==> config.mk <==
export PLATFORM = sky130hd
export DESIGN_NAME = aqp_sync_fifo
export DESIGN_NICKNAME = d
export VERILOG_FILES = /design/src/rtl/aqp_sync_fifo.sv
export SDC_FILE = /design/constraint.sdc
export NUM_CORES = 1
export LEC_CHECK = 0
export CAP_MARGIN = 20
export CORE_UTILIZATION = 35
export CTS_CLUSTER_DIAMETER = 100
export DETAILED_ROUTE_END_ITERATION = 12
export PLACE_DENSITY = 0.5
export SYNTH_ARGS = -nofsm -noshare
export SYNTH_HDL_FRONTEND = slang
export SYNTH_SLANG_ARGS = --single-unit
==> constraint.sdc <==
create_clock -name clk -period 2.8 [get_ports clk]
set_input_delay 0.28 -clock clk [delete_from_list [all_inputs] [get_ports clk]]
set_output_delay 0.28 -clock clk [all_outputs]
set_load 0.02 [all_outputs]
==> src/rtl/aqp_sync_fifo.sv <==
// Parametrised single-clock FIFO with full-depth capacity, optional first-word-fall-through read,
// fill level, programmable almost flags, sticky overflow/underflow and synchronous flush.
module aqp_sync_fifo #(
  parameter int WIDTH        = 9,
  parameter int DEPTH_LOG2   = 4,
  parameter int AFULL_LEVEL  = 8,
  parameter int AEMPTY_LEVEL = 1,
  parameter bit FWFT         = 1'b0
) (
  input  logic                  clk,
  input  logic                  reset,
  input  logic                  flush,
  input  logic [WIDTH-1:0]      wrdata,
  input  logic                  wr_en,
  output logic [WIDTH-1:0]      rddata,
  input  logic                  rd_en,
  output logic                  empty,
  output logic                  full,
  output logic                  almost_full,
  output logic                  almost_empty,
  output logic [DEPTH_LOG2:0]   level,
  output logic                  overflow,
  output logic                  underflow
);

  localparam int DEPTH = 1 << DEPTH_LOG2;
  localparam logic [DEPTH_LOG2:0] PTR_ONE   = {{DEPTH_LOG2{1'b0}}, 1'b1};
  localparam logic [DEPTH_LOG2:0] AFULL_LV  = AFULL_LEVEL[DEPTH_LOG2:0];
  localparam logic [DEPTH_LOG2:0] AEMPTY_LV = AEMPTY_LEVEL[DEPTH_LOG2:0];

  logic [WIDTH-1:0]      r_mem [DEPTH];
  logic [DEPTH_LOG2:0]   r_wrPtr;
  logic [DEPTH_LOG2:0]   r_rdPtr;
  logic                  r_overflow;
  logic                  r_underflow;

  logic [DEPTH_LOG2-1:0] w_wrIdx;
  logic [DEPTH_LOG2-1:0] w_rdIdx;
  logic [DEPTH_LOG2:0]   w_level;
  logic                  w_empty;
  logic                  w_full;
  logic                  w_wrAcc;
  logic                  w_rdAcc;
  logic [WIDTH-1:0]      w_rdData;

  // The extra pointer MSB is a wrap bit, so equal low bits mean empty or full depending on it.
  assign w_wrIdx = r_wrPtr[DEPTH_LOG2-1:0];
  assign w_rdIdx = r_rdPtr[DEPTH_LOG2-1:0];
  assign w_level = r_wrPtr - r_rdPtr;
  assign w_empty = (r_wrPtr == r_rdPtr);
  assign w_full  = (w_wrIdx == w_rdIdx) && (r_wrPtr[DEPTH_LOG2] != r_rdPtr[DEPTH_LOG2]);

  assign w_wrAcc = wr_en & ~w_full  & ~flush;
  assign w_rdAcc = rd_en & ~w_empty & ~flush;

  always_ff @(posedge clk or posedge reset) begin
    if (reset) begin
      r_wrPtr <= '0;
      r_rdPtr <= '0;
    end else if (flush) begin
      r_wrPtr <= '0;
      r_rdPtr <= '0;
    end else begin
      if (w_wrAcc) r_wrPtr <= r_wrPtr + PTR_ONE;
      if (w_rdAcc) r_rdPtr <= r_rdPtr + PTR_ONE;
    end
  end

  always_ff @(posedge clk or posedge reset) begin
    if (reset) begin
      r_overflow  <= 1'b0;
      r_underflow <= 1'b0;
    end else if (flush) begin
      r_overflow  <= 1'b0;
      r_underflow <= 1'b0;
    end else begin
      if (wr_en && w_full)  r_overflow  <= 1'b1;
      if (rd_en && w_empty) r_underflow <= 1'b1;
    end
  end

  // Storage has no reset so it can map onto distributed RAM.
  always_ff @(posedge clk) begin
    if (w_wrAcc) r_mem[w_wrIdx] <= wrdata;
  end

  generate
    if (FWFT) begin : g_fwft
      // Head word is shown directly; forced to zero while empty so reset reads back as zero.
      assign w_rdData = w_empty ? '0 : r_mem[w_rdIdx];
    end else begin : g_std
      logic [WIDTH-1:0] r_rdData;

      always_ff @(posedge clk or posedge reset) begin
        if (reset) begin
          r_rdData <= '0;
        end else if (w_rdAcc) begin
          r_rdData <= r_mem[w_rdIdx];
        end
      end

      assign w_rdData = r_rdData;
    end
  endgenerate

  assign rddata       = w_rdData;
  assign empty        = w_empty;
  assign full         = w_full;
  assign level        = w_level;
  assign almost_full  = (w_level >= AFULL_LV);
  assign almost_empty = (w_level <= AEMPTY_LV);
  assign overflow     = r_overflow;
  assign underflow    = r_underflow;

endmodule

# Word level (Yosys, flattened, before mapping)
# Memories as Yosys holds them, arrays and structs flattened. A register that Yosys moved wholly into a read port is not among the register bits.
# Index checks and enable logic that the tools add are counted.
# classes
add_sub_neg,3
magnitude_cmp,2
n_eq_ne,3
mux,10
n_bitwise,7
reduce_logical,7
# op_table
cell,count
5-bit two-way mux,4
5-bit by 1-bit adder with 5-bit output (second input constant),2
2-bit nonzero test,4
1-bit two-way mux,6
5-bit equality test,1
5-bit by 4-bit greater-or-equal comparator with 1-bit output (second input constant),1
5-bit by 1-bit less-or-equal comparator with 1-bit output (second input constant),1
5-bit subtractor,1
1-bit AND,4
4-bit equality test,1
1-bit logical AND,3
1-bit inverter,3
1-bit inequality test,1
# word_totals
regBits,12
mem_bits_rw,144
input_bits,14
out_inout_bits,20
elab_cells,37
memories,1
# memory_table
name,words,word_bits,read_ports,rd_ports_with_merged_regs,write_ports,line,text
r_mem,16,9,1,1,1,31,logic [WIDTH-1:0] r_mem [DEPTH];

# Depth between registers and ports, before layout
# depth
ltp_word,7
ltp_mapped,10
depth_no_buf,7

# Worst setup path after synthesis
# No wires, ideal clock.
# synth_path
kind,register -> register
start,register r_rdPtr[1]
end,"memory r_mem[3][0], enable pin"
setup_ps,387
arrival_time_ps,2718
t_required_ps,2413
slack_ps,-304
path_stages_with_launch,10
n_path_buf,3
period_less_slack_ps,3104
path_cell_list,dfrtp_1 -> buf_4 -> buf_2 -> inv_1 -> ha_1 -> and4_1 -> buf_2 -> a211oi_1 -> nand2_1 -> nor3_1
# synth_between
elab_chain_len,7
# synth_lines
element,line,text
from (decl),33,logic [DEPTH_LOG2:0] r_rdPtr;
from (signal assigned),65,if (w_rdAcc) r_rdPtr <= r_rdPtr + PTR_ONE;
4-bit equality test,51,assign w_full = (w_wrIdx == w_rdIdx) && (r_wrPtr[DEPTH_LOG2] != r_rdPtr[DEPTH_LOG2]);
1-bit logical AND,51,
1-bit inverter,53,assign w_wrAcc = wr_en & ~w_full & ~flush;
1-bit AND (2 in a row),53,
1-bit two-way mux,84,if (w_wrAcc) r_mem[w_wrIdx] <= wrdata;
1-bit two-way mux (not written as such),84,
to (decl),31,
# No other way between the ends.

# Worst setup path in the final report
# layout_path
start,register r_wrPtr[0]
end,output level[4]
# layout_between
elab_chain_len,1
# layout_lines
element,line,text
from (decl),32,logic [DEPTH_LOG2:0] r_wrPtr;
from (signal assigned),64,if (w_wrAcc) r_wrPtr <= r_wrPtr + PTR_ONE;
5-bit subtractor,49,assign w_level = r_wrPtr - r_rdPtr;
to (decl),21,"output logic [DEPTH_LOG2:0] level,"
# No other way between the ends.

==> impl_metrics.xml <==
<?xml version="1.0" encoding="UTF-8"?>
<metrics>
  <group name="outcome">
    <metric name="status" unit="">finished clean</metric>
  </group>
  <group name="cts">
    <metric name="cts_buffers" unit="">17</metric>
    <metric name="worstSkewPairLatency" unit="ps">420</metric>
    <metric name="cts_tree" unit="">yes</metric>
    <metric name="clkSinkCount" unit="">165</metric>
    <metric name="clock_transition_at_the_register_clock_pins_on_the_worst_setup_and_hold_paths_after_cts" unit="ps">70</metric>
    <metric name="cts.root.buffer_cell" unit="">clkbuf_16</metric>
    <metric name="clock_path_buffers" unit="">2</metric>
    <metric name="cts_htree_levels" unit="">4</metric>
  </group>
  <group name="detailed_routing">
    <metric name="drcViolationCount" unit="">0</metric>
    <metric name="number_of_violations_reported_at_the_end_of_detailed_routing_iteration_0" unit="">199</metric>
    <metric name="detailed_route_via_count" unit="">3615</metric>
    <metric name="drt-total-wl" unit="µm">14820</metric>
    <metric name="dr.pass1.iters" unit="">5</metric>
    <metric name="wl_per_cell" unit="µm">20.81</metric>
    <metric name="postRouteAntennaNets" unit="">0</metric>
    <metric name="drt-vias-per-instance" unit="">5.077</metric>
  </group>
  <group name="floorplan">
    <metric name="num_io_pins" unit="">34</metric>
    <metric name="coreArea" unit="µm²">18770</metric>
    <metric name="die_y" unit="µm">140.5</metric>
    <metric name="initial_utilization" unit="">0.3579</metric>
    <metric name="die-area" unit="µm²">19750</metric>
    <metric name="die_w" unit="µm">140.5</metric>
    <metric name="core.rowCount" unit="">50</metric>
  </group>
  <group name="synthesis">
    <metric name="number_of_standard_cells_after_synthesis" unit="">403</metric>
    <metric name="netlist_top_cells_count" unit="">edfxtp_1 (144), nor2_1 (39), mux2i_1 (38), dfrtp_1 (21)</metric>
    <metric name="synthTopCellsByArea" unit="">edfxtp_1 (64%), dfrtp_1 (7.8%), mux4_2 (6.0%)</metric>
    <metric name="synth_seq_area_share" unit="">0.7219</metric>
    <metric name="net_count_after_synthesis" unit="">427</metric>
    <metric name="synth_async_sr_flop_share" unit="">0.1273</metric>
    <metric name="synth.lib_cells_used.distinct" unit="">39</metric>
    <metric name="flop_and_latch_count_out_of_synthesis" unit="">165</metric>
    <metric name="synthesized_area_fraction_occupied_by_and_or_nand_nor_cells" unit="">0.05271</metric>
    <metric name="synthXorXnorAreaFrac" unit="">0.01285</metric>
    <metric name="synth_compound_gate_area_share" unit="">0.05439</metric>
    <metric name="yosys.area_share.adder" unit="">0.01974</metric>
    <metric name="syn-cell-area" unit="µm²">6718</metric>
    <metric name="synth_top_cell_area_share" unit="">0.6437</metric>
    <metric name="syn_avg_cell_area" unit="µm²">16.67</metric>
    <metric name="synth_enable_flop_cells" unit="">144</metric>
    <metric name="yosysMostFrequentCell" unit="">edfxtp_1</metric>
    <metric name="yosys_most_used_dff" unit="">edfxtp_1</metric>
    <metric name="yosys-mux-area-fraction" unit="">0.1170</metric>
    <metric name="synth_warnings" unit="">0</metric>
    <metric name="synth_top_family_by_area" unit="">multiplexers</metric>
    <metric name="synth.largest_area_cell" unit="">edfxtp_1</metric>
  </group>
  <group name="grt">
    <metric name="gr-usage-all-layers" unit="">0.1607</metric>
    <metric name="grt_pass1_wl" unit="µm">22430</metric>
    <metric name="grt_antenna_before_repair" unit="">0</metric>
    <metric name="busiest_layer" unit="">met2</metric>
    <metric name="groute.layer.met2.usage" unit="">0.2579</metric>
    <metric name="grt_max_degree" unit="">42</metric>
    <metric name="first_global_vias" unit="">3787</metric>
    <metric name="use_met1" unit="">0.2142</metric>
    <metric name="grt_overflow" unit="">0</metric>
    <metric name="groute.layer.met3.usage" unit="">0.03897</metric>
  </group>
  <group name="job">
    <metric name="maxCapViolations" unit="">0</metric>
  </group>
  <group name="power_and_ir_drop">
    <metric name="cellInternalPower" unit="mW">4.411</metric>
    <metric name="power.ir.vdd_worst" unit="mV">0.3963</metric>
    <metric name="share_clk_of_total_power" unit="">0.350</metric>
    <metric name="design_power_total" unit="mW">6.039</metric>
    <metric name="switching_power" unit="mW">1.628</metric>
    <metric name="netSwitchingFraction" unit="">0.2696</metric>
    <metric name="power.static_leakage" unit="nW">2.628</metric>
    <metric name="pwr-share-seq" unit="">0.468</metric>
    <metric name="pwr_density_cell" unit="nW/µm²">752.9</metric>
    <metric name="combPwrFrac" unit="">0.182</metric>
  </group>
  <group name="timing">
    <metric name="finalHoldViolCount" unit="">0</metric>
    <metric name="tightestPinTransition" unit="ps">952.6</metric>
    <metric name="post-route-min-period" unit="ps">2710</metric>
    <metric name="max_slew_margin" unit="">0.3642</metric>
    <metric name="final-setup-viol-count" unit="">0</metric>
    <metric name="fmax" unit="MHz">369.0</metric>
    <metric name="totalNegativeSetupSlack" unit="ps">0</metric>
    <metric name="fin_worst_skew" unit="ps">14.31</metric>
    <metric name="final_period_utilization" unit="">0.9679</metric>
    <metric name="finalMaxSlewViolations" unit="">0</metric>
  </group>
  <group name="final_layout">
    <metric name="antennaDiodeCount" unit="">0</metric>
    <metric name="drive_gt1_frac" unit="">0.1946</metric>
    <metric name="seqCellArea" unit="µm²">4851</metric>
    <metric name="finalNonFillerCells" unit="">712</metric>
    <metric name="area.growth.synth_to_final" unit="%">19.41</metric>
    <metric name="fillerInstances" unit="">1719</metric>
    <metric name="multi_input_area" unit="µm²">1767</metric>
    <metric name="finalNetCount" unit="">489</metric>
    <metric name="final_cell_area" unit="µm²">8021</metric>
  </group>
  <group name="worst_setup_path">
    <metric name="critPathMaxFanout" unit="">4</metric>
    <metric name="setup.worst_path.end_class" unit="">output port</metric>
    <metric name="worstSetupStartpointType" unit="">flop</metric>
    <metric name="worstSetupPathType" unit="">flop to output port</metric>
    <metric name="worst-r2r-setup-slack" unit="ps">370</metric>
    <metric name="worstPathArrival" unit="ps">2430</metric>
    <metric name="worst_ep_required_time" unit="ps">2520</metric>
  </group>
  <group name="placed_design">
    <metric name="postPlaceCellArea" unit="µm²">7455</metric>
    <metric name="buffer_ports.inserted" unit="">33</metric>
    <metric name="gp_routability_congestion" unit="">0.7773</metric>
    <metric name="hpwlAfterDp" unit="µm">9665</metric>
    <metric name="dpl.cell_count" unit="">677</metric>
  </group>
  <group name="hold_path">
    <metric name="hold_class" unit="">primary input to async pin</metric>
  </group>
</metrics>
worst paths after layout:
path | start | end | depth (start not counted)
worst max-delay path | r_wrPtr[0] | level[4] | 9
worst min-delay path | reset | r_rdPtr[3] | 2
worst max register to register | r_rdPtr[1] | r_mem[15][6] | 7
worst min register to register | overflow | overflow | 2
max in group asynchronous | reset | r_rdPtr[0] | 2
min in group clk | overflow | overflow | 2
repair_timing:
item | 4_1_cts | 5_1_grt
hold endpoints to repair | 0 | 0
endpoints found under the setup margin | 4 | 45
buffers inserted | 2 | 1
hold buffers | 0 | 0
pin swaps | 1 | 1
gates resized for setup | 5 | 10
cells by family (layout without fill, tap and decap cells):
logic type                 after synthesis  after routing
muxes                                   56             56
DFF                                    165            165
AOI/OAI and AO/OA                       54             54
buffers and inverters                   31            106
xor gates and xnor gates                 9              9
adders and majority gates               10             10
and+or+nand+nor                         78             78
critical path: stages, from the launching register on:
cell	delay [ps]
dfrtp_1	340
inv_1	90
ha_1	240
fa_1	400
nor2b_1	180
o21ai_2	100
a21oi_2	180
buf_4	130
nor2_1	30
dlygate4sd2_1	310
placed cells by master, fill, tap and decap left out, types with 3 or more instances in the layout:
master	synthesis	layout
edfxtp_1	144	144
nor2_1	39	39
mux2i_1	38	38
clkdlybuf4s50_1	0	29
buf_4	4	28
dfrtp_1	21	20
mux4_2	18	18
o22ai_1	18	18
clkbuf_16	0	17
nand2_1	15	15
inv_1	13	13
a211oi_1	11	10
a31oi_1	9	9
ha_1	9	9
xnor2_1	7	7
nand3_1	4	4
a21oi_1	5	4
nor3_2	0	4
o21ai_0	5	3
clkinv_2	0	3
inv_6	0	3
clkinvlp_4	0	3
clkinv_4	0	3
final cells by class:
cell class | count | area share
well taps | 234 | 0.03650
inverters | 13 | 0.006083
repair buffers | 61 | 0.06582
clock inverters | 13 | 0.01263
multi-input cells | 207 | 0.2202
clock buffers | 19 | 0.05397
flip-flops and latches | 165 | 0.6047
layer usage:
| layer | routed length, µm | vias up |
|---|---|---|
| li1 | - | 1697 |
| met1 | 6894 | 1833 |
| met2 | 7262 | 77 |
| met3 | 480 | 8 |
| met4 | 180 | 0 |
| met5 | 0 | - |
registers in the layout, indices dropped and copies added, names as in the netlist:
register,count
r_mem,144
rddata,9
r_rdPtr,5
r_wrPtr,5
overflow,1
underflow,1
power groups by stage:
stage / combinational, mW / sequential (mW) / clock (mW)
after floorplan: 0.615 / 2.94 / 0
after global placement: 1.11 / 2.88 / 0
after detailed placement: 1.11 / 2.88 / 0
after CTS: 1.10 / 2.83 / 2.17
after global routing: 1.18 / 2.84 / 2.25
final: 1.10 / 2.82 / 2.11
stage by stage:
step | hold slack (ps) | setup slack, ps | util
3_3_place_gp | 481.7 | 162.1 | 0.3972
2_1_floorplan | 256.5 | -69.59 | -
4_1_cts | 408.1 | 19.46 | 0.4265
5_1_grt | 426.4 | -17.58 | 0.4274
3_5_place_dp | 492.2 | 74.01 | 0.3972
6_report | 379.3 | 89.90 | 0.4274
No activity file was read; power rests on OpenSTA's default activity.
==> RTL edit 1 (same flow settings) <==
`WIDTH`: 9 -> 18.
--- a/src/rtl/aqp_sync_fifo.sv
+++ b/src/rtl/aqp_sync_fifo.sv
@@ -1,7 +1,7 @@
 // Parametrised single-clock FIFO with full-depth capacity, optional first-word-fall-through read,
 // fill level, programmable almost flags, sticky overflow/underflow and synchronous flush.
 module aqp_sync_fifo #(
-  parameter int WIDTH        = 9,
+  parameter int WIDTH        = 18,
   parameter int DEPTH_LOG2   = 4,
   parameter int AFULL_LEVEL  = 8,
   parameter int AEMPTY_LEVEL = 1,
Ports: changed (resized rddata and wrdata); port bits go from 34 to 52. The function was not compared with the original's and may differ.
==> RTL edit 1 against the unedited design <==
- cell count up 79%
- wire length up 95%
- critical path type unchanged
- highest routed layer unchanged
- combinational power is 68% higher
- total power increased by 94%
- synthesized cell count increased by 68%
- largest cell class unchanged
- cell area grew 87%
- clock power is 110% higher
- worst setup slack gained 0.018 ns
- sequential cell count increased by 153
- register-to-register slack got worse by 0.08 ns
- area after synthesis grew 85%
- global-route usage up 0.34 points
- first-iteration DRC count increased by 99%
- critical endpoint is now almost_empty
==> RTL edit 1: results (changes against the unedited design) <==
[synthesis]
sequential_share_of_the_synthesized_area_pct = 75.7  ; +3.5 points
synth_top_cells_by_area = sky130_fd_sc_hd__edfxtp_1, sky130_fd_sc_hd__mux4_2, sky130_fd_sc_hd__dfrtp_1
syn-num-nets = 711  ; +67%
post_synth_num_cell_types = 44  ; +13%
syn-mean-instance-area_sq_um = 18.3  ; +9.9%
synthArstFlopShare_pct = 9.43  ; -3.3 points
post_synth_xor_area_fraction_pct = 0.766  ; -0.52 points
synth-compound-area-share_pct = 4.88  ; -0.56 points

[final_layout]
fraction_of_area_in_multi_input_gates_pct = 19.3  ; -2.7 points
multi_input_gates = 314  ; +52%
nFlopsAndLatches = 318  ; +93%
filler_cell_count = 3062  ; +78%
layout.core_utilization_pct = 43.2  ; +0.44 points
clock_area_share_pct = 7.40  ; +0.74 points
num-nonclk-inverters = 12  ; -1
seq_share_pct = 62.8  ; +2.3 points
area_share_nonclk_buffers_pct = 6.42  ; -0.16 points
largest_reg_flops = 288  ; +100%

[clocking]
insertion_delay_ns = 0.51  ; +0.09 ns
cts-htree-levels = 2  ; -2
cts_buffer_depth = 3  ; +1

[status]
outcome = completed

[timing]
layout_setup_ws_ns = 0.108  ; +0.0184 ns
finalClockSkew_ns = 0.0206  ; +0.00633 ns
worst_hold_margin_ns = 0.0212  ; -0.358 ns
timing_worst_slew_pin_value_ns = 0.697  ; -0.256 ns

[global_route]
grt.met1_usage_pct = 22.4  ; +0.99 points
grt_max_degree = 78  ; +86%
grt.met2_usage_pct = 27.3  ; +1.5 points
met3_grt_util_pct = 2.43  ; -1.5 points
via_count_of_the_first_global_routing_pass = 6765  ; +79%
grt_use_total_pct = 16.4  ; +0.34 points

[routing]
routed-wl-met3_um = 959  ; +100%
met1_length_um = 13200  ; +91%
met2RoutedLength_um = 14300  ; +96%
routed_wire_length_um = 28900  ; +95%
post_drt_wl_per_cell_um = 22.7  ; +9.2%

[placement]
placedInstanceArea_sq_mm = 0.0138  ; +86%
globalplace.congestion = 0.799  ; +2.8%
io_buffers = 51  ; +55%
hpwl_dp_um = 18200  ; +88%

[worst_setup_path]
r2r_slack_ns = 0.29  ; -0.08 ns
critical_path_arrival_ns = 2.41  ; -0.02 ns
critPathLaunch = r_rdPtr[0]

[power]
static-leakage-power_nw = 4.78  ; +82%
vdd_ir_drop_max_v = 0.000426  ; +7.4%

[floorplanning]
placement_rows = 68  ; +36%

RTL edit 1: worst max-delay path: stages (launching register included):
cell                              delay (ns)
sky130_fd_sc_hd__dfrtp_4                0.49
sky130_fd_sc_hd__ha_2                   0.20
sky130_fd_sc_hd__fa_2                   0.36
sky130_fd_sc_hd__nor2b_1                0.12
sky130_fd_sc_hd__o21ai_1                0.09
sky130_fd_sc_hd__and3_1                 0.19
sky130_fd_sc_hd__o221a_2                0.23
sky130_fd_sc_hd__clkdlybuf4s15_2        0.25
RTL edit 1: report_power, final:
part           total [mW]  leakage, nW  switching [mW]  internal [mW]
registers            5.47         2.95           0.110           5.36
clock network        4.40        0.540            1.77           2.63
logic                1.85         1.29           0.982          0.866
total                11.7         4.78            2.86           8.85
RTL edit 1: timing repair:
item	in CTS	in global routing
endpoints found under the setup margin	7	6
gates resized for setup	9	6
setup buffers	2	3
pin swaps	2	2
==> RTL edit 2 (config.mk and constraints unchanged) <==
Made on the original files. Put a register stage on the output `level`. The value now appears one clock later. The other outputs are not delayed to match.
--- a/src/rtl/aqp_sync_fifo.sv
+++ b/src/rtl/aqp_sync_fifo.sv
@@ -106,7 +106,9 @@
   assign rddata       = w_rdData;
   assign empty        = w_empty;
   assign full         = w_full;
-  assign level        = w_level;
+  always_ff @(posedge clk) begin
+    level <= w_level;
+  end
   assign almost_full  = (w_level >= AFULL_LV);
   assign almost_empty = (w_level <= AEMPTY_LV);
   assign overflow     = r_overflow;
Function: changed (a bounded check fails within 4 cycles, from zero or initial values and one cycle with reset high).
==> RTL edit 2 against the unedited design <==
- clock skew down 0.0036 ns
- total power down 0.21%
- cell count down 1.5%
- area after synthesis up 2.4%
- via count down 5.6%
- fmax about the same
- worst setup slack better by 0.00073 ns
- cell area up 2.6%
- count of clock-buffer cells in the layout down 1
- sequential cell count up 5
- wire length down 3.8%
- largest cell class unchanged
- sequential share of layout area down 0.30 points
- synthesized cell count down 9.4%
- register-to-register slack better by 0.04 ns
- critical path type unchanged
- critical endpoint is now almost_empty
==> RTL edit 2: results (changes against the unedited design) <==
[synthesis]
synthMuxAreaShare_pct = 14.7  ; +3.0 points
synthAdderAreaFrac_pct = 1.93  ; -0.046 points
synthArstFlopShare_pct = 12.4  ; -0.37 points
synth_seq_cells = 170  ; +3.0%
synth_top_cells_by_area = sky130_fd_sc_hd__edfxtp_1, sky130_fd_sc_hd__mux4_2, sky130_fd_sc_hd__dfrtp_1
syn-num-nets = 389  ; -8.9%
synth-compound-area-share_pct = 3.82  ; -1.6 points
syn-mean-instance-area_sq_um = 18.8  ; +13%
sequential_share_of_the_synthesized_area_pct = 72.0  ; -0.21 points
post_synth_xor_area_fraction_pct = 1.40  ; +0.12 points

[worst_setup_path]
timing.critical_path.to = almost_empty
critical_path.reg2reg.startpoint = r_wrPtr[3]
crit_path_top_delay_cell = sky130_fd_sc_hd__dfrtp_1
number_of_cells_traversed_by_the_worst_register_to_register_path = 6  ; -1
end_of_the_worst_register_to_register_path = r_mem[0][5]

[global_route]
grt_use_total_pct = 15.5  ; -0.60 points
grt.met2_usage_pct = 26.2  ; +0.45 points
grt.met1_usage_pct = 19.8  ; -1.6 points
via_count_of_the_first_global_routing_pass = 3576  ; -5.6%
grt_first_pass_wirelength_um = 21800  ; -2.9%
met3_grt_util_pct = 3.30  ; -0.60 points

[final_layout]
layout.core_utilization_pct = 43.4  ; +0.67 points
clock_buffers = 18  ; -1
non_clock_buffer_count = 61  ; unchanged
final_layout_size_suffix_gt1_share_pct = 25.9  ; +6.4 points
filler_cell_count = 1663  ; -3.3%
finish.net_count = 452  ; -7.6%
multi_input_gates = 165  ; -20%
fraction_of_area_in_multi_input_gates_pct = 22.0  ; +0.025 points
seq_share_pct = 60.2  ; -0.30 points

[power]
sw_frac_of_total_pct = 26.0  ; -1.0 points
static-leakage-power_nw = 2.84  ; +7.9%

[status]
outcome = completed

[timing]
timing_worst_slew_pin_value_ns = 0.809  ; -0.143 ns
worst_hold_margin_ns = 0.311  ; -0.0683 ns
finalClockSkew_ns = 0.0107  ; -0.00360 ns
timing.final.crit_share_pct = 96.8  ; about the same

[routing]
routed_via_density = 4.87  ; -4.1%
drt-pass1-iter-count = 6  ; +1
post_drt_wl_per_cell_um = 20.3  ; -2.3%
routed_wire_length_um = 14300  ; -3.8%

[clocking]
post_cts_resize_count = 4  ; -1
cts.repair_timing.setup_buffer_count = 0  ; -2

[placement]
placed_cells_incl_taps = 668  ; -1.3%
globalplace.congestion = 0.766  ; -1.4%
preCtsSetupSlack_ns = 0.0951  ; +0.0211 ns
placedInstanceArea_sq_mm = 0.00766  ; +2.8%

-- RTL edit 2: cell types whose count changed in the layout (fill, tap and decap cells not counted), moves of 8 or more --
| cell | unedited run | this run |
|---|---|---|
| sky130_fd_sc_hd__mux4_2 | 18 | 36 |
| sky130_fd_sc_hd__a31oi_1 | 9 | 0 |
| sky130_fd_sc_hd__mux2i_1 | 38 | 20 |
| sky130_fd_sc_hd__o22ai_1 | 18 | 1 |
| sky130_fd_sc_hd__o221ai_2 | 0 | 9 |
| sky130_fd_sc_hd__a211oi_1 | 10 | 2 |
| sky130_fd_sc_hd__nor2_1 | 39 | 29 |
-- RTL edit 2: power groups by stage --
stage,registers [mW],logic (mW),clock network [mW]
floorplan,3.08,0.454,0
global route,2.95,1.03,2.30
global placement,2.99,0.963,0
detailed placement,2.99,0.972,0
finish,2.93,0.953,2.14
CTS,2.94,0.965,2.20
-- RTL edit 2: routing by layer --
layer  share of wire [%]  vias up
li1                    -     1567
met1                  45     1773
met2                  51       68
met3                 3.1        4
met4                0.62        0
met5                   0        -
